File: config.mk
export PLATFORM = sky130hd
export DESIGN_NAME = av2_tile_bitstream_feeder
export DESIGN_NICKNAME = d
export VERILOG_FILES = /design/src/rtl/av2_tile_bitstream_feeder.sv
export SDC_FILE = /design/constraint.sdc
export NUM_CORES = 1
export LEC_CHECK = 0
export CAP_MARGIN = 40
export CORE_MARGIN = 10
export CORE_UTILIZATION = 35
export CTS_CLUSTER_SIZE = 12
export DETAILED_ROUTE_END_ITERATION = 16
export GPL_TIMING_DRIVEN = 0
export PLACE_DENSITY_LB_ADDON = 0.2
export SYNTH_ARGS = -nofsm -noshare
export SYNTH_HDL_FRONTEND = slang
export SYNTH_SLANG_ARGS = --single-unit
File: constraint.sdc
create_clock -name clk -period 3.1 [get_ports clk]
set_input_delay 0.465 -clock clk [delete_from_list [all_inputs] [get_ports clk]]
set_output_delay 0.465 -clock clk [all_outputs]
set_load 0.01 [all_outputs]
File: src/rtl/av2_tile_bitstream_feeder.sv
// av2_tile_bitstream_feeder
//
// Source end of the tile bitstream interface. It fetches a tile's compressed
// bytes one at a time from byte-wide bitstream memory, packs them into
// 128-bit words and hands them to the tile decoder over a valid/ready
// handshake through a small word FIFO. The final word carries tile_last, and
// done pulses once that word has been accepted.
//
// Ports
//   clk, rst_n       clock, asynchronous active-low reset
//   start            one-cycle pulse: latch base/size and begin (ignored while busy)
//   tile_base_addr   byte address of the first tile byte
//   tile_size_bytes  tile length in bytes
//   mem_rd_en        byte read strobe
//   mem_rd_addr      byte read address
//   mem_rd_data      read data, valid exactly one cycle after mem_rd_en
//   tile_data        packed word, byte k in bits [8k+7:8k]
//   tile_valid       FIFO head is valid
//   tile_ready       decoder accepts the head when valid & ready
//   tile_last        head is the final word of the tile
//   busy             transfer in progress
//   done             one-cycle pulse after the last word is accepted
//   words_sent       words accepted in the current tile
//
// state | meaning
// ------+-----------------------------------------------------------------
// IDLE  | waiting for start
// FETCH | issuing up to 16 byte reads and capturing them into the pack reg
// PUSH  | pack register complete; waiting for FIFO space to push it
// DRAIN | all words pushed; waiting for the decoder to empty the FIFO

module av2_tile_bitstream_feeder #(
    parameter int ADDR_WIDTH = 32,
    parameter int SIZE_WIDTH = 24,
    parameter int FIFO_DEPTH = 2
) (
    input  logic                  clk,
    input  logic                  rst_n,
    input  logic                  start,
    input  logic [ADDR_WIDTH-1:0] tile_base_addr,
    input  logic [SIZE_WIDTH-1:0] tile_size_bytes,
    output logic                  mem_rd_en,
    output logic [ADDR_WIDTH-1:0] mem_rd_addr,
    input  logic [7:0]            mem_rd_data,
    output logic [127:0]          tile_data,
    output logic                  tile_valid,
    input  logic                  tile_ready,
    output logic                  tile_last,
    output logic                  busy,
    output logic                  done,
    output logic [SIZE_WIDTH-5:0] words_sent
);

    localparam int PTR_W = $clog2(FIFO_DEPTH);

    typedef enum logic [1:0] {
        IDLE  = 2'd0,
        FETCH = 2'd1,
        PUSH  = 2'd2,
        DRAIN = 2'd3
    } state_t;

    state_t state, state_next;

    logic [ADDR_WIDTH-1:0] base_q;
    logic [SIZE_WIDTH-1:0] size_q;
    logic [SIZE_WIDTH-1:0] byte_idx;      // index of the next byte to read
    logic [4:0]            issue_left;    // reads still to issue for this word
    logic                  rd_pend;       // a read was issued last cycle
    logic                  rd_final;      // that read is the last byte of the word
    logic [3:0]            rd_lane;
    logic [127:0]          pack_q;
    logic                  done_q;
    logic [SIZE_WIDTH-5:0] words_sent_q;

    logic [128:0]          fifo_mem [FIFO_DEPTH];
    logic [PTR_W:0]        wr_ptr;
    logic [PTR_W:0]        rd_ptr;
    logic [PTR_W:0]        fifo_count;
    logic                  fifo_empty;
    logic                  fifo_full;
    logic                  pop;
    logic                  push;
    logic                  start_ok;
    logic                  more_bytes;
    logic                  drain_done;
    logic [SIZE_WIDTH-1:0] bytes_left;
    logic [128:0]          head;

    function automatic logic [4:0] min16(input logic [SIZE_WIDTH-1:0] n);
        return (n > SIZE_WIDTH'(16)) ? 5'd16 : n[4:0];
    endfunction

    assign fifo_count = wr_ptr - rd_ptr;
    assign fifo_empty = (wr_ptr == rd_ptr);
    assign fifo_full  = (wr_ptr[PTR_W] != rd_ptr[PTR_W]) &&
                        (wr_ptr[PTR_W-1:0] == rd_ptr[PTR_W-1:0]);
    assign pop        = !fifo_empty && tile_ready;
    assign start_ok   = (state == IDLE) && start;
    assign bytes_left = size_q - byte_idx;
    assign more_bytes = (byte_idx != size_q);
    assign head       = fifo_mem[rd_ptr[PTR_W-1:0]];

    // ------------------------------------------------------------------
    // State register
    // ------------------------------------------------------------------
    always_ff @(posedge clk or negedge rst_n) begin
        if (!rst_n) begin
            state <= IDLE;
        end else begin
            state <= state_next;
        end
    end

    // ------------------------------------------------------------------
    // Next-state logic
    // ------------------------------------------------------------------
    always_comb begin
        state_next = state;
        case (state)
            IDLE: begin
                if (start) begin
                    state_next = (tile_size_bytes == '0) ? DRAIN : FETCH;
                end
            end
            FETCH: begin
                // Leave only once the final byte of the word is being captured.
                if (rd_pend && rd_final) begin
                    state_next = PUSH;
                end
            end
            PUSH: begin
                if (!fifo_full) begin
                    state_next = more_bytes ? FETCH : DRAIN;
                end
            end
            DRAIN: begin
                if (drain_done) begin
                    state_next = IDLE;
                end
            end
            default: state_next = IDLE;
        endcase
    end

    // ------------------------------------------------------------------
    // Output / control decode
    // ------------------------------------------------------------------
    always_comb begin
        mem_rd_en   = 1'b0;
        mem_rd_addr = '0;
        busy        = 1'b0;
        push        = 1'b0;
        drain_done  = 1'b0;
        case (state)
            IDLE: ;
            FETCH: begin
                busy      = 1'b1;
                mem_rd_en = (issue_left != 5'd0);
                if (issue_left != 5'd0) begin
                    mem_rd_addr = base_q + ADDR_WIDTH'(byte_idx);
                end
            end
            PUSH: begin
                busy = 1'b1;
                push = !fifo_full;
            end
            DRAIN: begin
                busy = 1'b1;
                // Finish when the FIFO is empty now, or will be after this pop,
                // so done lands in the cycle right after the last acceptance.
                drain_done = fifo_empty || (pop && fifo_count == (PTR_W+1)'(1));
            end
            default: ;
        endcase
    end

    // ------------------------------------------------------------------
    // Fetch / pack datapath
    // ------------------------------------------------------------------
    always_ff @(posedge clk or negedge rst_n) begin
        if (!rst_n) begin
            base_q       <= '0;
            size_q       <= '0;
            byte_idx     <= '0;
            issue_left   <= '0;
            rd_pend      <= 1'b0;
            rd_final     <= 1'b0;
            rd_lane      <= '0;
            pack_q       <= '0;
            done_q       <= 1'b0;
            words_sent_q <= '0;
        end else begin
            done_q   <= drain_done;
            rd_pend  <= mem_rd_en;
            rd_lane  <= byte_idx[3:0];
            rd_final <= (issue_left == 5'd1);

            if (start_ok) begin
                base_q       <= tile_base_addr;
                size_q       <= tile_size_bytes;
                byte_idx     <= '0;
                issue_left   <= min16(tile_size_bytes);
                words_sent_q <= '0;
            end else if (pop) begin
                words_sent_q <= words_sent_q + (SIZE_WIDTH-4)'(1);
            end

            if (mem_rd_en) begin
                byte_idx   <= byte_idx + SIZE_WIDTH'(1);
                issue_left <= issue_left - 5'd1;
            end

            // Read data returns one cycle after the strobe.
            if (rd_pend) begin
                pack_q[int'(rd_lane)*8 +: 8] <= mem_rd_data;
            end

            // Clearing the pack register gives zero padding in a short last word.
            if (push) begin
                pack_q <= '0;
                if (more_bytes) begin
                    issue_left <= min16(bytes_left);
                end
            end
        end
    end

    // ------------------------------------------------------------------
    // Output word FIFO (bit 128 of each entry is the last flag)
    // ------------------------------------------------------------------
    always_ff @(posedge clk or negedge rst_n) begin
        if (!rst_n) begin
            wr_ptr <= '0;
            rd_ptr <= '0;
            for (int i = 0; i < FIFO_DEPTH; i++) begin
                fifo_mem[i] <= '0;
            end
        end else begin
            if (push) begin
                fifo_mem[wr_ptr[PTR_W-1:0]] <= {!more_bytes, pack_q};
                wr_ptr <= wr_ptr + (PTR_W+1)'(1);
            end
            if (pop) begin
                rd_ptr <= rd_ptr + (PTR_W+1)'(1);
            end
        end
    end

    assign tile_valid = !fifo_empty;
    assign tile_data  = fifo_empty ? 128'd0 : head[127:0];
    assign tile_last  = !fifo_empty && head[128];
    assign done       = done_q;
    assign words_sent = words_sent_q;

endmodule

==> impl_metrics.env, run 1 <==
export IMPL_cts_buffers=56
export IMPL_worstHoldPathType="input pin to asynchronous set/reset pin"
export IMPL_yosysSeqAreaShare_pct=51.7
export IMPL_totalWireLength_mm=77.5
export IMPL_remaining_drc_errors=0
export IMPL_start_util_pct=35.5
export IMPL_reg2reg_slack_ns=-0.38
export IMPL_end_kind="output pin"
export IMPL_fin_skew_ns=0.0481
export IMPL_cts_sinks=504
export IMPL_crit_fanout=5
export IMPL_placedCellCount=3682
export IMPL_dpl_hpwl_mm=55.6
export IMPL_row_count=96
export IMPL_start_kind="register"
export IMPL_gr_total_overflow=0
export IMPL_status="finished with violations"
export IMPL_num_antenna_cells=0
export IMPL_instances_no_fill=3825
export IMPL_syn_num_nets=2605
export IMPL_rsz0062_at_grt="yes"
export IMPL_timing_hold_ws_ns=0.359
export IMPL_reg2reg_depth=14
export IMPL_cp_required_ns=2.63
export IMPL_synth_area_um2=24400
export IMPL_die_area_um2=80700
export IMPL_ios=253
export IMPL_antenna_found_initial=2
export IMPL_power_static_leakage_nw=15.9
export IMPL_period_share_pct=127
export IMPL_first_pass_iters=7
export IMPL_vias=19700
export IMPL_final_cell_mix="nand2_1 (629), dfrtp_1 (495), nor2_1 (196)"
export IMPL_area_growth_pct=29.6
export IMPL_placed_area_um2=28400
export IMPL_synthDistinctLibCells=79
export IMPL_timing_fmax_mhz=254
export IMPL_grt_max_degree=120
export IMPL_pre_cts_slack_ns=-1.12
export IMPL_async_flop_share_pct=100
export IMPL_grt_pass1_wl_mm=120
export IMPL_gp_congestion=0.891
export IMPL_io_buffers=244
export IMPL_grt_pass1_vias=20200
export IMPL_cts_root_buf="clkbuf_16"
export IMPL_drtIter0Drc=1396
export IMPL_fin_util_pct=46.0
export IMPL_synth_ff_type="dfrtp_1"
export IMPL_cts_tree="yes"
export IMPL_p_per_area_nw_per_um2=903
export IMPL_core_area_um2=68800
export IMPL_synth_avg_cell_area_um2=9.85
export IMPL_yosysWarnings=0
export IMPL_synthCells=2479
export IMPL_clkSlewWorstSetupHoldPaths_ns=0.06
export IMPL_failed_checks="negative setup slack"
export IMPL_cts_buffer_depth=3
export IMPL_path_class="register to output pin"
export IMPL_worst_ep_arrival_time_ns=3.48
export IMPL_min_period_ns=3.94
export IMPL_wl_per_cell_um=20.3
export IMPL_synth_top_area_share_pct=51.7
export IMPL_peakVddDrop_uv=649
export IMPL_fin_area_um2=31600
export IMPL_insertion_delay_ns=0.64
export IMPL_critical_path_endpoint="mem_rd_addr[27]"
export IMPL_finalMaxSlewViolations=0
export IMPL_ant_nets=0
export IMPL_synth_seq_cells=504
export IMPL_slew_headroom_pct=39.4
export IMPL_r2r_end="issue_left[4]"
export IMPL_finalSetupViolCount=29
export IMPL_total_power_mw=28.6
export IMPL_hold_viol_final=0
export IMPL_maxCapViolCount=0
export IMPL_die_h_um=284
export IMPL_layout_commonest_cell="nand2_1"
export IMPL_htreeDepth=2
export IMPL_synth_edff_count=0
export IMPL_grt_usage_pct=18.6
export IMPL_drive_gt1_share_pct=18.8
export IMPL_nNetsFinal=2976
export IMPL_synth_top_area_cell="dfrtp_1"
export IMPL_rr_startpoint="byte_idx[0]"
export IMPL_worst_slack_ns=-0.841
export IMPL_die_w_um=284
export IMPL_worstSetupStartpoint="byte_idx[1]"
export IMPL_worst_pin_slew_ns=0.906
export IMPL_synthTopCellsByArea="dfrtp_1 (52%), nand2_1 (9.7%), mux2i_1 (6.3%), mux2_2 (5.9%), a22o_1 (4.0%)"
export IMPL_setup_tns_ns=-13.74
export IMPL_viasPerCell=5.16
worst max-delay path, stage by stage, from the launching register on:
cell and delay (ns):
dfrtp_2 0.44, ha_4 0.27, a21oi_2 0.05, nand4b_1 0.22, a211o_1 0.33, a21oi_2 0.15
o22ai_2 0.12, o2111a_2 0.30, o31ai_4 0.36, buf_4 0.19, a21oi_2 0.05, a31o_2 0.23
buf_6 0.12
cell type report:
type / instances / area, um2
multi-input cells: 1791 / 11900
repair buffers: 315 / 2980
clock inverters: 20 / 422
well taps: 931 / 1160
flip-flops and latches: 504 / 12600
clock buffers: 82 / 1640
fillers: 6454 / 37200
plain buffers: 128 / 751
inverters: 54 / 205
flip-flops by register name (all words and copies together), names as in the netlist:
signal and count:
size_q 24, state 2, rd_lane 4, fifo_mem 258, rd_final 1, byte_idx 24
rd_ptr 2, words_sent 20, rd_pend 1, wr_ptr 2, pack_q 128, issue_left 5
done 1, base_q 32
synthesized netlist by cell type (all sizes together) (14+ instances only):
cell    instances
nor2          247
nor4           14
ha             56
a21oi          61
a22o          112
a31oi          18
dfrtp         504
a21o           17
nor3           26
clkbuf        102
xnor2          26
nand3          41
buf            28
and3           21
xor2           29
nand2         633
o21ai          57
inv            54
nand4          23
mux2i         154
mux2          128
power by group:
group | total (mW) | switching [mW] | internal [mW] | leakage (nW)
registers | 8.83 | 0.983 | 7.84 | 6.89
logic | 12.4 | 7.45 | 4.94 | 8.00
clock network | 7.34 | 2.83 | 4.51 | 1.00
total | 28.6 | 11.3 | 17.3 | 15.9
worst min path at each step:
stage | end | slack, ns | depth (start not counted) | from
6_report | fifo_mem[46] | 0.36 | 2 | rst_n
3_5_place_dp | fifo_mem[46] | 0.41 | 1 | rst_n
4_1_cts | base_q[12] | 0.33 | 3 | tile_base_addr[12]
2_1_floorplan | base_q[0] | 0.17 | 0 | rst_n
3_3_place_gp | fifo_mem[40] | 0.46 | 2 | fifo_mem[40]
5_1_grt | base_q[22] | 0.34 | 3 | tile_base_addr[22]
cells by family (layout without fill, tap and decap cells):
kind of cell	after synthesis	count (layout)	share of synthesized area (%)
compound gates	341	341	10.3
xor+xnor	55	55	2.00
fa+ha+maj	58	58	3.03
buf+inv	184	599	2.96
flops	504	504	51.7
mux	282	282	12.2
simple gates	1055	1055	17.8
routing by layer:
metal	share of wire, %	vias up	routed length, um	global-route usage [%]
met5	0.014	-	11	0
met3	5.3	112	4120	3.73
met2	50	498	38900	32.7
met1	42	9851	32700	23.0
met4	2.2	2	1730	5.01
li1	-	9265	-	-
repair_timing:
item                                    in CTS  in global routing
resized for setup                          491                 76
buffers inserted                            28                 15
pin swaps                                   46                 38
hold endpoints to repair                    58                  0
endpoints found under the setup margin     184                293
gates cloned                                 0                  0
hold buffers                                 1                  0
Note: power is estimated with default switching activity, not from simulation.
==> inputs of run 2 (changes only) <==
CTS_BUF_LIST = sky130_fd_sc_hd__clkbuf_2   (was not set)
CTS_CLUSTER_DIAMETER = 30   (was not set)
PLACE_DENSITY = 0.56   (was not set)
PLACE_DENSITY_LB_ADDON = not set   (was 0.2)
==> impl_metrics.env, run 2 (synthesized netlist as in run 1, its figures left out) <==
export IMPL_dpl_hpwl_mm=55.2
export IMPL_drtIter0Drc=1441
export IMPL_cp_required_ns=2.63
export IMPL_insertion_delay_ns=1.19
export IMPL_placedCellCount=3682
export IMPL_gp_congestion=0.882
export IMPL_fillCellCount=6239
export IMPL_totalWireLength_mm=80.0
export IMPL_fin_util_pct=50.2
export IMPL_grt_pass1_wl_mm=125
export IMPL_maxCapViolCount=0
export IMPL_area_growth_pct=41.4
export IMPL_die_w_um=284
export IMPL_worst_ep_arrival_time_ns=4.05
export IMPL_remaining_drc_errors=0
export IMPL_cts_tree="yes"
export IMPL_die_h_um=284
export IMPL_htreeDepth=3
export IMPL_grt_pass1_vias=21800
export IMPL_die_area_um2=80700
export IMPL_fin_area_um2=34500
export IMPL_end_kind="output pin"
export IMPL_start_util_pct=35.5
export IMPL_row_count=96
export IMPL_rsz0062_at_grt="yes"
export IMPL_peakVddDrop_uv=504
export IMPL_regMostFlops="fifo_mem"
export IMPL_largest_register_ffs=258
export IMPL_gr_total_overflow=0
export IMPL_finalSetupViolCount=158
export IMPL_timing_fmax_mhz=221
export IMPL_critical_path_top_delay_family="compound AO/OA/AOI/OAI gates"
export IMPL_fin_skew_ns=0.138
export IMPL_worst_slack_ns=-1.42
export IMPL_nNetsFinal=3189
export IMPL_placed_area_um2=28400
export IMPL_vias=20900
export IMPL_ios=253
export IMPL_wl_per_cell_um=19.6
export IMPL_antenna_found_initial=2
export IMPL_crit_fanout=5
export IMPL_power_static_leakage_nw=16.6
export IMPL_p_clk_share_pct=20.0
export IMPL_worstHoldPathType="input pin to register"
export IMPL_cts_root_buf="clkbuf_2"
export IMPL_cts_sinks=504
export IMPL_path_cells="ha_4 -> a21oi_2 -> nand4b_1 -> a211o_1 -> a21oi_2 -> o22ai_2 -> o2111a_2 -> o31ai_4 -> buf_6 -> buf_6 -> and3_4 -> nor3_2 -> buf_2"
export IMPL_power_switching_mw=13.2
export IMPL_timing_hold_ws_ns=0.322
export IMPL_clkSlewWorstSetupHoldPaths_ns=0.15
export IMPL_sw_frac_of_total_pct=40.5
export IMPL_hold_viol_final=0
export IMPL_first_pass_iters=7
export IMPL_p_comb_share_pct=52.9
export IMPL_min_period_ns=4.52
export IMPL_multi_input_area_um2=12700
export IMPL_instances_no_fill=4086
export IMPL_ant_nets=0
export IMPL_cp_slowest_cell="dfrtp_2"
export IMPL_worst_pin_slew_ns=0.906
export IMPL_period_share_pct=146
export IMPL_final_cell_mix="nand2_1 (629), dfrtp_1 (497), buf_6 (176)"
export IMPL_status="finished with violations"
export IMPL_grt_max_degree=130
export IMPL_top_regs="fifo_mem x258, pack_q x128, base_q x32"
export IMPL_cts_buffer_depth=3
export IMPL_slew_headroom_pct=39.3
export IMPL_p_int_mw=19.4
export IMPL_seqCellArea_um2=12600
export IMPL_start_kind="register"
export IMPL_core_area_um2=68800
export IMPL_cts_buffers=107
export IMPL_io_buffers=244
export IMPL_drive_gt1_share_pct=30.5
export IMPL_failed_checks="negative setup slack"
export IMPL_finalMaxSlewViolations=0
export IMPL_p_per_area_nw_per_um2=944
export IMPL_cp_num_buf_inv=3
export IMPL_grt_usage_pct=19.3
export IMPL_layout_commonest_cell="nand2_1"
export IMPL_slowest_delay_ns=0.46
export IMPL_p_seq_share_pct=27.1
export IMPL_viasPerCell=5.12
export IMPL_path_class="register to output pin"
export IMPL_total_power_mw=32.6
## run 2: cell count changes in the layout (fill, tap and decap cells not counted), sizes merged
cell           before  now
buf               126  352
bufinv             10   27
clkbuf            177  214
clkdlybuf4s15      24    1
clkdlybuf4s50      93   81
clkinv              7   32
clkinvlp            1   20
diode               0    1
dlygate4sd2       103    9
dlygate4sd3         1   66
dlymetal6s2s        1    0
inv                56   57
## run 2: cell type report
| cell class | count | area share (%) |
|---|---|---|
| multi-input cells | 1791 | 36.9 |
| plain buffers | 117 | 2.35 |
| diodes | 1 | 0.00725 |
| repair buffers | 488 | 15.1 |
| well taps | 931 | 3.37 |
| inverters | 54 | 0.609 |
| clock buffers | 118 | 1.71 |
| clock inverters | 82 | 3.34 |
| flip-flops and latches | 504 | 36.6 |
## run 2: final timing paths
kind | to | cells past startpoint | startpoint | slack (ns)
max | mem_rd_addr[25] | 13 | byte_idx[1] | -1.42
min | state[1] | 5 | tile_ready | 0.32
max reg2reg | issue_left[1] | 13 | byte_idx[1] | -0.38
min reg2reg | fifo_mem[125] | 2 | pack_q[125] | 0.41
max in group asynchronous | words_sent[1] | 5 | rst_n | 1.46
min in group asynchronous | fifo_mem[167] | 4 | rst_n | 0.42
## run 2: timing repair
item / 4_1_cts / 5_1_grt
hold buffers: 67 / 0
pin swaps: 94 / 97
endpoints found under the setup margin: 172 / 252
gates resized for setup: 1100 / 320
setup buffers: 101 / 63
gates cloned: 7 / 3
hold endpoints to repair: 487 / 0
## run 2: per-stage QoR
stage | worst slack, ns | setup TNS, ns
floorplan | 0.00657 | 0
global placement | -20.29 | -
detailed placement | -1.04 | -70.35
CTS | -1.56 | -97.62
global route | -1.63 | -103.60
finish | -1.42 | -74.81
## run 2: power groups by stage
| stage | clock (mW) | sequential (mW) | combinational (mW) |
|---|---|---|---|
| floorplan | 0 | 8.57 | 7.02 |
| global placement | 0 | 8.88 | 10.7 |
| detailed placement | 0 | 8.91 | 11.0 |
| CTS | 6.69 | 8.80 | 15.2 |
| global route | 7.02 | 9.00 | 18.5 |
| finish | 6.51 | 8.83 | 17.3 |
## run 2: worst reg2reg max path, delay by kind of cell (launching register included)
kind | cells | cell delay, ns
AO/OA/AOI/OAI | 7 | 2.04
AND/OR/NAND/NOR | 2 | 0.24
adder cells (fa/ha/maj) | 1 | 0.34
flip-flops | 1 | 0.43
buffers and inverters | 3 | 0.30
## run 2: layer usage
metal | track usage, % | routed length (um)
met1 | 23.2 | 33200
met2 | 34.0 | 40700
met3 | 3.53 | 3790
met4 | 6.81 | 2190
met5 | 0 | 13
